--- src/rtl/clk3_handshake_rx.sv ---
// Receiving end of a four-phase req/ack handshake into the clk3 domain.
// Synchronises src_req, captures src_data and offers it to the sink over valid/ready.
module clk3_handshake_rx #(
    parameter int unsigned DATA_W      = 8,
    parameter int unsigned SYNC_STAGES = 2
) (
    input  logic              clk3,
    input  logic              rst_n,
    input  logic              src_req,
    input  logic [DATA_W-1:0] src_data,
    output logic              src_ack,
    output logic              dst_valid,
    output logic [DATA_W-1:0] dst_data,
    input  logic              dst_ready,
    output logic              busy,
    output logic              proto_err
);

    typedef enum logic [1:0] {StIdle, StValid, StAck} state_e;

    state_e                 state_q, state_d;
    logic [SYNC_STAGES-1:0] sync_q;
    logic                   req_s;
    logic                   src_ack_q, src_ack_d;
    logic                   dst_valid_q, dst_valid_d;
    logic [DATA_W-1:0]      dst_data_q, dst_data_d;
    logic                   proto_err_q, proto_err_d;

    assign req_s = sync_q[SYNC_STAGES-1];

    always_ff @(posedge clk3) begin
        if (!rst_n) begin
            sync_q      <= '0;
            state_q     <= StIdle;
            src_ack_q   <= 1'b0;
            dst_valid_q <= 1'b0;
            dst_data_q  <= '0;
            proto_err_q <= 1'b0;
        end else begin
            sync_q      <= {sync_q[SYNC_STAGES-2:0], src_req};
            state_q     <= state_d;
            src_ack_q   <= src_ack_d;
            dst_valid_q <= dst_valid_d;
            dst_data_q  <= dst_data_d;
            proto_err_q <= proto_err_d;
        end
    end

    always_comb begin
        state_d     = state_q;
        src_ack_d   = src_ack_q;
        dst_valid_d = dst_valid_q;
        dst_data_d  = dst_data_q;
        proto_err_d = proto_err_q;
        case (state_q)
            StIdle: begin
                if (req_s) begin
                    dst_data_d  = src_data;
                    dst_valid_d = 1'b1;
                    state_d     = StValid;
                end
            end
            StValid: begin
                // Sender dropped req before seeing ack; still finish the word.
                if (!req_s) begin
                    proto_err_d = 1'b1;
                end
                if (dst_ready) begin
                    dst_valid_d = 1'b0;
                    src_ack_d   = 1'b1;
                    state_d     = StAck;
                end
            end
            StAck: begin
                if (!req_s) begin
                    src_ack_d = 1'b0;
                    state_d   = StIdle;
                end
            end
            default: begin
                state_d = StIdle;
            end
        endcase
    end

    assign src_ack   = src_ack_q;
    assign dst_valid = dst_valid_q;
    assign dst_data  = dst_data_q;
    assign proto_err = proto_err_q;
    assign busy      = (state_q != StIdle);

endmodule
--- config.mk ---
export PLATFORM = sky130hd
export DESIGN_NAME = clk3_handshake_rx
export DESIGN_NICKNAME = d
export VERILOG_FILES = /design/src/rtl/clk3_handshake_rx.sv
export SDC_FILE = /design/constraint.sdc
export NUM_CORES = 1
export LEC_CHECK = 0
export CAP_MARGIN = 20
export CORE_AREA = 2 2 42 44
export DETAILED_ROUTE_END_ITERATION = 8
export DIE_AREA = 0 0 44 46
export HOLD_SLACK_MARGIN = 0.02
export PLACE_DENSITY = 0.73
export SKIP_CTS_REPAIR_TIMING = 1
export SYNTH_ARGS = -nofsm -noshare
export SYNTH_HDL_FRONTEND = slang
export SYNTH_SLANG_ARGS = --single-unit
--- constraint.sdc ---
create_clock -name clk3 -period 1.1 [get_ports clk3]
set_input_delay 0.11 -clock clk3 [delete_from_list [all_inputs] [get_ports clk3]]
set_output_delay 0.11 -clock clk3 [all_outputs]
set_load 0.02 [all_outputs]
==> flow_summary.toml <==
[outcome]
outcome = "complete, but fails checks"
violations = "setup timing"

[placement]
gp_congestion = 0.7520
hpwl_um = 886.8
dpl.cell_count = 104
io_buffers = 23
placed_area_um2 = 883.3

[pwr]
leakagePower_nw = 0.5522
max-vdd-ir-drop_uv = 726.9
power_density_nw_per_um2 = 1137

[timing]
setup_viol = 6
max_slew_margin_pct = 84.56
drv_slew = 0
post-route-min-period_ns = 1.170
max_freq_mhz = 854.6
whs_ns = 0.3728
finalSetupTns_ns = -0.1566
hold_viol = 0
fin_worst_skew_ns = 0.004001
final.setup.worst_slack_ns = -0.07019
rsz0062_at_grt = "yes"
period_share_pct = 106.4
worstMarginPinSlew_ns = 0.2312

[worst_setup_path]
r2r-start = "state_q[1]"
cp-startpoint = "state_q[1]"
endpoint_kind = "output port"
worstPathCellList = "or2_2 -> buf_2"
crit_end = "busy"
reg2reg_depth = 4
critPathRequiredTime_ns = 0.99
cp.arrival_ns = 1.06
path_class = "flip-flop to output port"
reg2reg_setup_slack_ns = -0.05
timing.rr.end = "dst_data[1]"
cpPeakStageDelay_ns = 0.33
critPathMaxFanout = 2
slowest_stage = "dfxtp_2"
start_kind = "flip-flop"

[min_path]
hold_path_class = "input port to flip-flop"

[global_routing]
gr-usage-all-layers_pct = 12.58
first_global_vias = 447
grt_pass1_wl_um = 1849
grt_max_degree = 17
overflow = 0
grt_antenna_before_repair = 0

[routing]
drt-wirelength-per-cell_um = 11.40
ant_nets = 0
vias = 521
wl_um = 1231
via_per_inst = 4.824
drt_iter0_drc = 3
drc = 0
drt_first_pass_iters = 4

[clock_tree]
htree_levels = 1
root_buffer = "clkbuf_4"
clk_path_buf_depth = 2
clock_sinks = 15
cts_tree = "built"
cts_inserted_buffers = 3
insertion_delay_ns = 0.29
clk_pin_slew_ns = 0.09

[floorplan]
die_area_um2 = 2024
num_rows = 15
core_um2 = 1614
start_util_pct = 37.29
io_pins = 24
fp.dieH_um = 46
dieWidth_um = 44

[synthesis]
async_flop_share_pct = 0
avgSynthCellArea_um2 = 9.866
ys_seq_elements = 15
synth_cells = 61
ys_seq_area_share_pct = 49.90
synth-edff-count = 0
synth-main-ff-cell = "dfxtp_1"
synthesis.area_um2 = 601.8
yosysUniqueCellTypes = 21
yosysWarningCount = 0
syn-num-nets = 73

[final_layout]
nNetsFinal = 104
mostFrequentLayoutCell = "nand2_1"
fin_util_pct = 59.07
diodes = 0
multi_input_area_um2 = 272.8
final_area_um2 = 953.4
seqCellArea_um2 = 302.8
area_growth_pct = 58.42
layout_common_cells = "nand2_1, dfxtp_1, clkdlybuf4s50_1, dlymetal6s2s_1, mux2i_1"
n_fill_cell = 145
drive_gt1_share_pct = 17.58
layout.cells.non_filler = 108

[job]
drv_cap = 0
[per-stage QoR]
step | worst slack, ns | total power, W
finish | -0.07019 | 0.001084
detailed placement | -0.1349 | 0.0007760
floorplan | 0.1392 | 0.0006772
global route | -0.1288 | 0.001136
global placement | -0.1060 | 0.0007732
CTS | -0.4646 | 0.001096
[how the worst min path moves through the flow]
| stage | startpoint | endpoint | slack, ns | cells past startpoint |
|---|---|---|---|---|
| 2_1_floorplan | dst_ready | state_q[0] | 0.21 | 1 |
| 3_3_place_gp | sync_q[0] | sync_q[1] | 0.42 | 1 |
| 3_5_place_dp | sync_q[0] | sync_q[1] | 0.42 | 1 |
| 4_1_cts | src_data[7] | dst_data[7] | 0.37 | 3 |
| 5_1_grt | src_data[7] | dst_data[7] | 0.38 | 3 |
| 6_report | src_data[3] | dst_data[3] | 0.37 | 3 |
[layer usage]
metal	share of wire (%)	vias to the layer above	track usage (%)
met5	0	-	0
met4	2.5	0	9.091
met3	4.0	5	2.381
met2	52	14	17.35
met1	41	238	17.31
li1	-	264	-
[Yosys cell counts, types with 2 or more instances]
master,instances,area share (%)
mux2i_1,8,13
nand3b_1,2,2.5
dfxtp_1,15,50
nand2_1,17,11
and2_1,2,2.1
buf_6,2,3.7
[power breakdown]
| group | internal, W | total [W] | switching (W) |
|---|---|---|---|
| registers | 0.000566 | 0.000576 | 0.0000105 |
| clock network | 0.000135 | 0.000320 | 0.000185 |
| logic | 0.000108 | 0.000187 | 0.0000790 |
| total | 0.000809 | 0.00108 | 0.000274 |
[kinds of logic (layout without fill, tap and decap cells)]
group	count (synthesis)	in the layout	synth area share, %
AND/OR/NAND/NOR	28	28	23.49
AO/OA/AOI/OAI	6	6	7.486
flip-flops	15	15	49.90
buffers and inverters	4	34	5.821
multiplexers	8	8	13.31
[critical path: cells and delay by family (launching register included)]
family,cells,cell delay (ns)
and+or+nand+nor,1,0.28
buffers and inverters,1,0.16
DFF,1,0.33
[cell type report]
| cell class | instances | share of cell area [%] |
|---|---|---|
| repair buffers | 30 | 34.51 |
| flip-flops and latches | 15 | 31.76 |
| multi-input cells | 42 | 28.61 |
| clock inverters | 1 | 0.5249 |
| well taps | 17 | 2.231 |
| clock buffers | 3 | 2.362 |
[registers in the layout, indices dropped and copies added, names as in the netlist]
register,flops
dst_valid,1
state_q,2
proto_err,1
sync_q,2
dst_data,8
src_ack,1
Note: power is estimated with default switching activity, not from simulation.
